## config.mk

```make
export PLATFORM = sky130hd
export DESIGN_NAME = step_dir_decoder
export DESIGN_NICKNAME = d
export VERILOG_FILES = /design/src/rtl/valurap_step_pkg.sv /design/src/rtl/step_pin_sync.sv /design/src/rtl/step_dir_decoder.sv
export SDC_FILE = /design/constraint.sdc
export NUM_CORES = 1
export LEC_CHECK = 0
export ABC_CLOCK_PERIOD_IN_PS = 5000
export BUFFER_PORTS_ARGS = -buffer_cell sky130_fd_sc_hd__buf_2
export CAP_MARGIN = 20
export CORE_ASPECT_RATIO = 2
export CORE_MARGIN = 2
export CORE_UTILIZATION = 45
export CTS_BUF_LIST = sky130_fd_sc_hd__clkbuf_16
export DETAILED_ROUTE_END_ITERATION = 7
export GPL_TIMING_DRIVEN = 1
export PLACE_DENSITY = 0.68
export SLEW_MARGIN = 0
export SYNTH_ARGS = -nofsm -noshare
export SYNTH_HDL_FRONTEND = slang
export SYNTH_SLANG_ARGS = --single-unit
```

## constraint.sdc

```tcl
create_clock -name clk -period 5 [get_ports clk]
set_input_delay 0.5 -clock clk [delete_from_list [all_inputs] [get_ports clk]]
set_output_delay 0.5 -clock clk [all_outputs]
set_load 0.02 [all_outputs]
```

## src/rtl/valurap_step_pkg.sv

```systemverilog
// Shared step/dir definitions: decoder FSM encoding, error flag bit positions,
// direction pin polarity and a saturating increment for the FSM phase counter.
package valurap_step_pkg;

  typedef enum logic [1:0] {
    ST_IDLE = 2'd0,
    ST_HIGH = 2'd1,
    ST_LOW  = 2'd2
  } step_state_e;

  localparam int ERR_SHORT_HIGH = 0;
  localparam int ERR_DIR_CHG    = 1;
  localparam int ERR_EARLY_RISE = 2;

  localparam logic DIR_POS = 1'b0;
  localparam logic DIR_NEG = 1'b1;

  localparam int STATE_CNT_BITS = 8;

  function automatic logic [STATE_CNT_BITS-1:0] sat_inc_cnt(input logic [STATE_CNT_BITS-1:0] v);
    return (v == {STATE_CNT_BITS{1'b1}}) ? v : v + STATE_CNT_BITS'(1);
  endfunction

endpackage

```

## src/rtl/step_pin_sync.sv

```systemverilog
// Two-flop synchronizer for one asynchronous pin with edge detection. During
// the two cycles after reset prev follows s1 so a pin already high is not a rise.
module step_pin_sync (
  input  logic clk,
  input  logic reset_n,
  input  logic pin,
  output logic level,
  output logic rise,
  output logic fall
);

  logic       s1_r;
  logic       s2_r;
  logic       prev_r;
  logic [1:0] warm_r;

  // synchronizer chain, edge-history register and post-reset warm-up count
  always_ff @(posedge clk or negedge reset_n) begin
    if (!reset_n) begin
      s1_r   <= 1'b0;
      s2_r   <= 1'b0;
      prev_r <= 1'b0;
      warm_r <= 2'd0;
    end else begin
      s1_r   <= pin;
      s2_r   <= s1_r;
      prev_r <= (warm_r == 2'd2) ? s2_r : s1_r;
      warm_r <= (warm_r == 2'd2) ? warm_r : warm_r + 2'd1;
    end
  end

  assign level = s2_r;
  assign rise  = s2_r & ~prev_r;
  assign fall  = ~s2_r & prev_r;

endmodule

```

## src/rtl/step_dir_decoder.sv

```systemverilog
// Step/dir receiver: position accumulator, pulse-timing FSM with sticky error flags,
// and the optional step-interval counter enabled by STEP_DIR_DECODER_INTERVAL_EN.
module step_dir_decoder
  import valurap_step_pkg::*;
#(
  parameter int POS_BITS = 64,
  parameter int INT_BITS = 32,
  parameter int MIN_HIGH = 4,
  parameter int MIN_LOW  = 4
) (
  input  logic                       clk,
  input  logic                       reset_n,
  input  logic                       step_in,
  input  logic                       dir_in,
  input  logic                       set_pos,
  input  logic signed [POS_BITS-1:0] pos_val,
  input  logic                       clr_err,
  output logic signed [POS_BITS-1:0] position,
  output logic                       step_seen,
  output logic                       dir,
  output logic [INT_BITS-1:0]        interval,
  output logic                       interval_vld,
  output logic [2:0]                 err
);

  localparam logic [STATE_CNT_BITS-1:0] MIN_HIGH_C = STATE_CNT_BITS'(MIN_HIGH);
  localparam logic [STATE_CNT_BITS-1:0] MIN_LOW_C  = STATE_CNT_BITS'(MIN_LOW);

  logic step_lvl_s, step_rise_s, step_fall_s;
  logic dir_lvl_s, dir_rise_s, dir_fall_s;
  logic dir_edges_unused_s;

  step_pin_sync u_step_sync (
    .clk     (clk),
    .reset_n (reset_n),
    .pin     (step_in),
    .level   (step_lvl_s),
    .rise    (step_rise_s),
    .fall    (step_fall_s)
  );

  step_pin_sync u_dir_sync (
    .clk     (clk),
    .reset_n (reset_n),
    .pin     (dir_in),
    .level   (dir_lvl_s),
    .rise    (dir_rise_s),
    .fall    (dir_fall_s)
  );

  assign dir_edges_unused_s = dir_rise_s | dir_fall_s | step_lvl_s;

  step_state_e                state_r, state_nx_s;
  logic [STATE_CNT_BITS-1:0]  cnt_r, cnt_nx_s, cnt_inc_s;
  logic                       dir_lat_r, dir_lat_nx_s;
  logic [2:0]                 err_set_s;

  assign cnt_inc_s = sat_inc_cnt(cnt_r);

  // pulse-timing FSM: next state, phase counter and error detection
  always_comb begin
    state_nx_s   = state_r;
    cnt_nx_s     = cnt_r;
    dir_lat_nx_s = dir_lat_r;
    err_set_s    = 3'b000;
    case (state_r)
      ST_IDLE: begin
        if (step_rise_s) begin
          state_nx_s   = ST_HIGH;
          cnt_nx_s     = {STATE_CNT_BITS{1'b0}};
          dir_lat_nx_s = dir_lvl_s;
        end else begin
          state_nx_s = ST_IDLE;
        end
      end
      ST_HIGH: begin
        cnt_nx_s = cnt_inc_s;
        if (dir_lvl_s != dir_lat_r) begin
          err_set_s[ERR_DIR_CHG] = 1'b1;
        end else begin
          err_set_s[ERR_DIR_CHG] = 1'b0;
        end
        if (step_fall_s) begin
          state_nx_s = ST_LOW;
          cnt_nx_s   = {STATE_CNT_BITS{1'b0}};
          err_set_s[ERR_SHORT_HIGH] = (cnt_inc_s < MIN_HIGH_C);
        end else begin
          state_nx_s = ST_HIGH;
        end
      end
      ST_LOW: begin
        cnt_nx_s = cnt_inc_s;
        // a rise landing exactly on the MIN_LOW-th low cycle is still legal
        if (step_rise_s) begin
          state_nx_s   = ST_HIGH;
          cnt_nx_s     = {STATE_CNT_BITS{1'b0}};
          dir_lat_nx_s = dir_lvl_s;
          err_set_s[ERR_EARLY_RISE] = (cnt_inc_s < MIN_LOW_C);
        end else if (cnt_inc_s >= MIN_LOW_C) begin
          state_nx_s = ST_IDLE;
          cnt_nx_s   = {STATE_CNT_BITS{1'b0}};
        end else begin
          state_nx_s = ST_LOW;
        end
      end
      default: begin
        state_nx_s = ST_IDLE;
        cnt_nx_s   = {STATE_CNT_BITS{1'b0}};
      end
    endcase
  end

  logic signed [POS_BITS-1:0] position_r;
  logic                       step_seen_r;
  logic                       dir_r;
  logic [2:0]                 err_r;

  // FSM state plus position, direction, step pulse and sticky error registers
  always_ff @(posedge clk or negedge reset_n) begin
    if (!reset_n) begin
      state_r     <= ST_IDLE;
      cnt_r       <= {STATE_CNT_BITS{1'b0}};
      dir_lat_r   <= 1'b0;
      position_r  <= {POS_BITS{1'b0}};
      step_seen_r <= 1'b0;
      dir_r       <= 1'b0;
      err_r       <= 3'b000;
    end else begin
      state_r     <= state_nx_s;
      cnt_r       <= cnt_nx_s;
      dir_lat_r   <= dir_lat_nx_s;
      step_seen_r <= step_rise_s;
      err_r       <= (clr_err ? 3'b000 : err_r) | err_set_s;
      if (step_rise_s) begin
        dir_r <= dir_lvl_s;
      end
      if (set_pos) begin
        position_r <= pos_val;
      end else if (step_rise_s) begin
        position_r <= (dir_lvl_s == DIR_NEG) ? position_r - POS_BITS'(1)
                                             : position_r + POS_BITS'(1);
      end
    end
  end

  assign position  = position_r;
  assign step_seen = step_seen_r;
  assign dir       = dir_r;
  assign err       = err_r;

`ifdef STEP_DIR_DECODER_INTERVAL_EN
  logic [INT_BITS-1:0] int_cnt_r, int_inc_s, interval_r;
  logic                interval_vld_r;

  assign int_inc_s = (int_cnt_r == {INT_BITS{1'b1}}) ? int_cnt_r : int_cnt_r + INT_BITS'(1);

  // cycles since the previous rise, latched into interval on each new rise
  always_ff @(posedge clk or negedge reset_n) begin
    if (!reset_n) begin
      int_cnt_r      <= {INT_BITS{1'b0}};
      interval_r     <= {INT_BITS{1'b0}};
      interval_vld_r <= 1'b0;
    end else begin
      interval_vld_r <= step_rise_s;
      if (step_rise_s) begin
        interval_r <= int_inc_s;
        int_cnt_r  <= {INT_BITS{1'b0}};
      end else begin
        int_cnt_r  <= int_inc_s;
      end
    end
  end

  assign interval     = interval_r;
  assign interval_vld = interval_vld_r;
`else
  assign interval     = {INT_BITS{1'b0}};
  assign interval_vld = 1'b0;
`endif

endmodule
```

==> results of run 1 <==
-- worst paths after layout --
path	from	end	depth (start not counted)
max in group asynchronous	reset_n	u_dir_sync.level$_DFF_PN0_	2
hold / removal	reset_n	u_step_sync.warm_r[0]$_DFFE_PN0N_	1
setup reg to reg	u_dir_sync.level$_DFF_PN0_	position[48]$_DFFE_PN0P_	11
min in group clk	step_in	u_step_sync.s1_r$_DFF_PN0_	1
setup / recovery	u_dir_sync.level$_DFF_PN0_	position[48]$_DFFE_PN0P_	11
hold reg to reg	u_step_sync.s1_r$_DFF_PN0_	u_step_sync.level$_DFF_PN0_	0
-- synth_stat cells (all sizes together) (2+ instances only) --
cell       n  area, um^2
a21oi    129         649
nand2    114         428
o21ai     94         470
dfrtp     87        2180
ha        68         851
nor2      60         225
clkbuf    52         195
buf       38         275
a21o      35         263
xnor2     35         307
inv       32         120
xor2      27         236
nand4     24         150
o21a      23         173
nand3     20         100
and3      18         113
o21bai    16         124
nor3      15        75.1
o211ai    12        95.1
a31oi      9        56.3
a221o      8        80.1
mux2       8        90.1
mux2i      7        70.1
a221oi     6        65.1
a211oi     5        42.5
a41oi      5        51.3
nor4       5        31.3
o22ai      5        31.3
o31ai      5        42.5
a21boi     4        30.0
nand2b     4        25.0
o2111ai    3        26.3
o41ai      3        41.3
or3        3        18.8
a21bo      2        20.0
a22o       2        17.5
and4       2        17.5
nand3b     2        15.0
nor2b      2        12.5
or2        2        12.5
-- state kept, by name, indices dropped and copies added, names as in the netlist, 2 cells and up --
| name | cells |
|---|---|
| cnt_r | 8 |
| position | 64 |
| state_r | 2 |
| u_step_sync.warm_r | 2 |
| err | 3 |
-- where the power goes --
| part | total, W | internal, W | switching [W] |
|---|---|---|---|
| registers | 0.000898 | 0.000800 | 0.0000985 |
| logic | 0.00147 | 0.000560 | 0.000908 |
| clock network | 0.000657 | 0.000343 | 0.000314 |
-- metrics by stage --
stage	setup slack (ns)	hold slack (ns)	utilization, %
after detailed placement	1.06	0.375	49.9
final	1.00	0.188	51.5
after global routing	0.727	0.236	51.5
after CTS	1.05	0.206	51.5
after global placement	1.10	0.373	49.9
after floorplan	0.635	0.204	-
-- layout make-up --
cell class              count  area [um^2]
multi-input cells         827         5300
inverters                  32          120
repair buffers            146          753
fillers                  1756         8380
well taps                 210          263
clock inverters             7         52.6
clock buffers               9          225
flip-flops and latches     87         2180
-- metal layers --
layer / wire, um / GRT usage (%) / part of all wire (%) / up-vias
li1: - / - / - / 3797
met1: 8250 / 24.6 / 35 / 3609
met2: 13000 / 48.7 / 55 / 253
met3: 946 / 2.77 / 4.0 / 92
met4: 1460 / 15.9 / 6.2 / 0
met5: 0 / 0 / 0 / -
-- kinds of logic after synthesis --
group / after synthesis / share of synthesized area, %
AOI/OAI and AO/OA: 372 / 29.4
and+or+nand+nor: 276 / 15.9
buffers and inverters: 122 / 7.43
DFF: 87 / 27.4
adders and majority gates: 69 / 11.0
xor gates and xnor gates: 62 / 6.84
muxes: 15 / 2.02
other: 1 / 0.0472
==> flow_summary.json, run 1 <==
{
  "yosysUniqueCellTypes": 65,
  "crit_required_ns": 5.26,
  "synth-edff-count": 0,
  "timing.critical_path.fanout_max": 41,
  "synth_warnings": 0,
  "crit_path_start_kind": "flop",
  "cts.root.buffer_cell": "sky130_fd_sc_hd__clkbuf_16",
  "critical_path.slowest_cell": "sky130_fd_sc_hd__dfrtp_2",
  "cts_tree": "yes",
  "first_global_vias": 7706,
  "core_area_um2": 17300,
  "timing.critical_path.to_type": "flop",
  "cpPeakStageDelay_ns": 0.71,
  "clock_tree.htree_level_count": 3,
  "antenna_cells_inserted": 0,
  "critical-path-top-delay-family": "compound AO/OA/AOI/OAI gates",
  "ys_dominant_reg_cell": "sky130_fd_sc_hd__dfrtp_1",
  "final-hold-violation-count": 0,
  "grt.total_usage_pct": 25.1,
  "cts_repair_resize_count": 0,
  "worst_slew_margin_rel_pct": 38.2,
  "die_area_um2": 18800,
  "fmax_mhz": 250,
  "cts_inserted_buffers": 9,
  "drcViolationCount": 0,
  "drive_gt1_share_pct": 16.7,
  "min-delay-path-class": "input pin to async pin",
  "dr.pass1.iters": 4,
  "globalRoute.totalOverflow": 0,
  "path_common_cell": "sky130_fd_sc_hd__o41ai_2",
  "dieHeight_um": 192,
  "holdBufCountCts": 0,
  "post_synth_inst_count": 1004,
  "grt_start_max_net_pins": 61,
  "number_of_placed_i_o_pins": 172,
  "nNetsFinal": 1242,
  "design_power_total_w": 0.00302,
  "final_period_minus_worst_setup_slack_ns": 4.00,
  "worst_path_class_setup": "flop to flop",
  "synth_async_sr_flop_share_pct": 100,
  "grt_pass1_wl_mm": 37.6,
  "outcome": "finished, final reports clean",
  "drt_first_iter_violations": 362,
  "detailed_place.area_um2": 8620,
  "cts.path.max_buffers": 2,
  "rsz0062_at_grt": "false",
  "count_of_endpoints_failing_setup_in_the_final_report": 0,
  "final_min_period_over_clock_period_pct": 79.9,
  "buffer_ports.inserted": 138,
  "die_w_um": 98.0,
  "crit_path_cell_trace": "ha_1, a21oi_1, o22ai_1, o2111ai_1, a21oi_2, a41oi_2, o41ai_2, a41oi_1, o41ai_2, xnor2_1, a221oi_2",
  "num_vias": 7751,
  "max_rail_drop_vdd_uv": 185,
  "reg2reg_setup_slack_ns": 1.00,
  "clock-skew-final_ns": 0.0117,
  "seq_area_frac_synth_pct": 27.4,
  "mostFrequentLayoutCells": "sky130_fd_sc_hd__buf_2 (137), sky130_fd_sc_hd__a21oi_1 (128), sky130_fd_sc_hd__nand2_1 (114)",
  "clk_pin_slew_ns": 0.07,
  "place.detailed.hpwl_mm": 18.8,
  "later_pin_clock_latency_in_the_skew_report_ns": 0.36,
  "routed_wire_length_per_instance_um": 17.9,
  "slew_viol_final": 0,
  "postRouteAntennaNets": 0,
  "timing_worst_slew_pin_value_ns": 0.926,
  "initial_utilization_pct": 46.0,
  "final_common_cell": "sky130_fd_sc_hd__buf_2",
  "p_per_area_nw_per_um2": 340,
  "syn_area_um2": 7940,
  "postCtsSetupRepairBufs": 0,
  "setup_tns_ns": 0,
  "layout-area-overhead-vs-synth_pct": 12.0,
  "final_area_um2": 8900,
  "routed_via_density": 5.88,
  "worst-path-buf-inv": 0,
  "synth_area_per_cell_um2": 7.91,
  "critPathArrivalTime_ns": 4.26,
  "place_inst": 1302,
  "final_cell_count_no_fill": 1318,
  "routed_wirelength_mm": 23.6,
  "gpl.final_weighted_congestion": 0.922,
  "synth-seq-cells": 87,
  "max_cap_viol_count": 0,
  "grt_antenna_before_repair": 0,
  "numClockSinks": 87,
  "static-leakage-power_nw": 4.26,
  "placement_rows": 68
}
No activity file was read; power rests on OpenSTA's default activity.
==> run 2: changes to the inputs <==
--- a/config.mk
+++ b/config.mk
@@ -5,7 +5,8 @@
 export SDC_FILE = /design/constraint.sdc
 export NUM_CORES = 1
 export LEC_CHECK = 0
-export ABC_CLOCK_PERIOD_IN_PS = 5000
+export ABC_AREA = 1
+export ABC_CLOCK_PERIOD_IN_PS = 3950
 export BUFFER_PORTS_ARGS = -buffer_cell sky130_fd_sc_hd__buf_2
 export CAP_MARGIN = 20
 export CORE_ASPECT_RATIO = 2
@@ -14,7 +15,7 @@
 export CTS_BUF_LIST = sky130_fd_sc_hd__clkbuf_16
 export DETAILED_ROUTE_END_ITERATION = 7
 export GPL_TIMING_DRIVEN = 1
-export PLACE_DENSITY = 0.68
+export PLACE_DENSITY = 0.66
 export SLEW_MARGIN = 0
 export SYNTH_ARGS = -nofsm -noshare
 export SYNTH_HDL_FRONTEND = slang
==> constraint.sdc (replaced) <==
create_clock -name clk -period 3.95 [get_ports clk]
set_input_delay 0.395 -clock clk [delete_from_list [all_inputs] [get_ports clk]]
set_output_delay 0.395 -clock clk [all_outputs]
set_load 0.02 [all_outputs]
==> run 2 against run 1 <==
Clock skew barely moved. Utilization fell by 0.63 points. Global-route usage rose by 8.4 points. Highest routed layer unchanged. Register-to-register slack got worse by 0.27 ns. Non-clock buffer count rose by 4. Wire length rose by 69%. Flip-flop and latch count did not move. Worst hold slack got worse by 0.073 ns. Total power rose by 43%. Final area rose by 29%. Cell count rose by 68%.
==> flow_summary.json, run 2 <==
{
  "final-hold-violation-count": 0,
  "routed_wirelength_mm": 40.0,
  "ys_dominant_reg_cell": "sky130_fd_sc_hd__dfrtp_1",
  "worst_path_class_setup": "flop to flop",
  "reg2reg_setup_slack_ns": 0.74,
  "buffer_ports.inserted": 138,
  "final_period_minus_worst_setup_slack_ns": 3.21,
  "yosysUniqueCellTypes": 41,
  "crit_required_ns": 4.22,
  "holdBufCountCts": 0,
  "synth_warnings": 0,
  "syn_area_um2": 10200,
  "seq_area_frac_synth_pct": 21.3,
  "intPower_w": 0.00220,
  "layout.area.seq_um2": 2180,
  "drt_first_iter_violations": 499,
  "outcome": "finished, final reports clean",
  "worstHoldPathCells": 1,
  "layout-area-overhead-vs-synth_pct": 12.2,
  "crit_path_start_kind": "flop",
  "cts_inserted_buffers": 9,
  "drcViolationCount": 0,
  "rsz0062_at_grt": "false",
  "p_per_area_nw_per_um2": 377,
  "fmax_mhz": 311,
  "postRouteAntennaNets": 0,
  "number_of_placed_i_o_pins": 172,
  "placement_rows": 78,
  "cts_repair_resize_count": 0,
  "p_sw_share_pct": 49.1,
  "nFillCells": 2570,
  "grt_antenna_before_repair": 0,
  "critPathArrivalTime_ns": 3.48,
  "synth-seq-cells": 87,
  "cts.path.max_buffers": 2,
  "timing.critical_path.to_type": "flop",
  "routed_wire_length_per_instance_um": 18.1,
  "worst_slew_margin_rel_pct": 36.9,
  "later_pin_clock_latency_in_the_skew_report_ns": 0.38,
  "drive_gt1_share_pct": 12.9,
  "globalRoute.totalOverflow": 0,
  "multi_input_gate_area_in_the_final_layout_um2": 6410,
  "synthDominantCellAreaShare_pct": 26.7,
  "grt_pass1_wl_mm": 60.4,
  "timing.critical_path.fanout_max": 12,
  "slew_viol_final": 0,
  "routed_via_density": 5.05,
  "initial_utilization_pct": 45.3,
  "max_cap_viol_count": 0,
  "synth_area_per_cell_um2": 5.72,
  "cts_tree": "yes",
  "min-delay-path-class": "input pin to flop",
  "power.share.sequential_pct": 26.2,
  "first_global_vias": 11300,
  "clock-skew-final_ns": 0.0116,
  "gpl.final_weighted_congestion": 1.06,
  "ys_top_cells_by_area": "sky130_fd_sc_hd__nand2_1 (27%), sky130_fd_sc_hd__dfrtp_1 (21%), sky130_fd_sc_hd__inv_1 (14%), sky130_fd_sc_hd__ha_1 (8.3%), sky130_fd_sc_hd__nand3_1 (5.2%)",
  "power.share.combinational_pct": 52.1,
  "cts.root.buffer_cell": "sky130_fd_sc_hd__clkbuf_16",
  "dieHeight_um": 217,
  "die_w_um": 111,
  "count_of_endpoints_failing_setup_in_the_final_report": 0,
  "dr.pass1.iters": 5,
  "yosysMostFrequentCell": "sky130_fd_sc_hd__nand2_1",
  "total_switching_power_w": 0.00212,
  "max_rail_drop_vdd_uv": 262,
  "postCtsSetupRepairBufs": 0,
  "post_synth_inst_count": 1787,
  "core_area_um2": 22500,
  "clock_tree.htree_level_count": 3,
  "final_min_period_over_clock_period_pct": 81.4,
  "clock_power_share_pct": 21.7,
  "timing_worst_slew_pin_value_ns": 0.946,
  "synth.top_cells.by_count": "sky130_fd_sc_hd__nand2_1 (726), sky130_fd_sc_hd__inv_1 (369), sky130_fd_sc_hd__nand3_1 (107)",
  "grt.total_usage_pct": 33.5,
  "grt_start_max_net_pins": 66,
  "synth-edff-count": 0,
  "largest_register_ff_count": 64,
  "place.detailed.hpwl_mm": 34.1,
  "setup_tns_ns": 0,
  "nNetsFinal": 2066,
  "final_common_cell": "sky130_fd_sc_hd__nand2_1",
  "clk_pin_slew_ns": 0.07,
  "reg2reg_depth": 12,
  "postLayoutSetupSlackWorst_ns": 0.737,
  "synth_area_leader_cell": "sky130_fd_sc_hd__nand2_1",
  "synth_async_sr_flop_share_pct": 100,
  "mostFrequentLayoutCells": "sky130_fd_sc_hd__nand2_1 (726), sky130_fd_sc_hd__inv_1 (369), sky130_fd_sc_hd__buf_2 (137)",
  "numClockSinks": 87,
  "hold_ws_ns": 0.115,
  "static-leakage-power_nw": 7.03,
  "die_area_um2": 24000,
  "antenna_cells_inserted": 0,
  "num_vias": 11200,
  "pre_cts_ws_ns": 0.871
}
[run 2: changes by cell type in the layout (fill, tap and decap cells not counted), moves of 17 or more]
cell	change
sky130_fd_sc_hd__nand2_1	+612
sky130_fd_sc_hd__inv_1	+337
sky130_fd_sc_hd__nand3_1	+87
sky130_fd_sc_hd__a21oi_1	-74
sky130_fd_sc_hd__o21ai_0	-68
sky130_fd_sc_hd__nor2_1	+44
sky130_fd_sc_hd__a21o_1	-35
sky130_fd_sc_hd__nand2_2	+30
sky130_fd_sc_hd__xor2_1	-25
sky130_fd_sc_hd__a22o_1	+24
sky130_fd_sc_hd__o21a_1	-23
sky130_fd_sc_hd__nor2_2	+18
sky130_fd_sc_hd__and3_1	-17
[run 2: power groups by stage]
stage               registers, W  logic, W  clock network (W)
floorplan                0.00124   0.00141                  0
global placement         0.00114   0.00223                  0
detailed placement       0.00115   0.00224                  0
CTS                      0.00113   0.00225           0.000959
global route             0.00115   0.00250           0.000984
finish                   0.00113   0.00225           0.000937
[run 2: area by class of cell]
class / instances / area share, %
inverters: 382 / 12.5
clock buffers: 9 / 1.96
repair buffers: 150 / 6.94
well taps: 280 / 3.05
clock inverters: 7 / 0.676
flip-flops and latches: 87 / 19.0
multi-input cells: 1297 / 55.9
[run 2: through the flow]
step	total power (W)	cells	cell area [um^2]	util, %
after floorplan	0.00265	1819	10300	-
after global placement	0.00337	2196	11200	49.5
after detailed placement	0.00339	2196	11200	49.5
after CTS	0.00434	2212	11500	50.9
after global routing	0.00463	2212	11500	50.9
final	0.00432	2212	11500	50.9
[run 2: routing by layer]
layer  part of all wire [%]  wire (um)  GRT usage (%)
met1                     31      12300           27.8
met2                     54      21400           64.5
met3                    3.1       1240           3.51
met4                     13       4990           35.6
met5                      0          0              0
[run 2: cell families (layout without fill, tap and decap cells)]
kind of cell,Yosys count,count (layout),share of synthesized area [%]
AO/OA/AOI/OAI,132,132,8.11
other,1,33,0.0367
multiplexers,1,1,0.110
XOR/XNOR,22,22,1.88
AND/OR/NAND/NOR,1040,1040,42.8
adder cells (fa/ha/maj),69,69,8.52
buffers and inverters,435,548,17.3
flip-flops,87,87,21.3
[run 2: worst max-delay path, cell delays in order (launching register included)]
cell and delay, ns:
sky130_fd_sc_hd__dfrtp_2 0.47, sky130_fd_sc_hd__buf_4 0.23, sky130_fd_sc_hd__ha_1 0.45, sky130_fd_sc_hd__nand2_1 0.17, sky130_fd_sc_hd__nor2_1 0.32, sky130_fd_sc_hd__inv_1 0.12
sky130_fd_sc_hd__nor3_1 0.63, sky130_fd_sc_hd__and2_1 0.22, sky130_fd_sc_hd__nand2_1 0.19, sky130_fd_sc_hd__nand2_1 0.12, sky130_fd_sc_hd__nand2_1 0.06, sky130_fd_sc_hd__nand3_1 0.07
sky130_fd_sc_hd__nand2_1 0.06
[run 2: final timing paths]
check,start,end
hold reg to reg,u_step_sync.s1_r$_DFF_PN0_,u_step_sync.level$_DFF_PN0_
hold / removal,step_in,u_step_sync.s1_r$_DFF_PN0_
max in group asynchronous,reset_n,position[3]$_DFFE_PN0P_
min in group asynchronous,reset_n,cnt_r[1]$_DFFE_PN0P_
setup / recovery,u_dir_sync.level$_DFF_PN0_,position[60]$_DFFE_PN0P_
setup reg to reg,u_dir_sync.level$_DFF_PN0_,position[60]$_DFFE_PN0P_
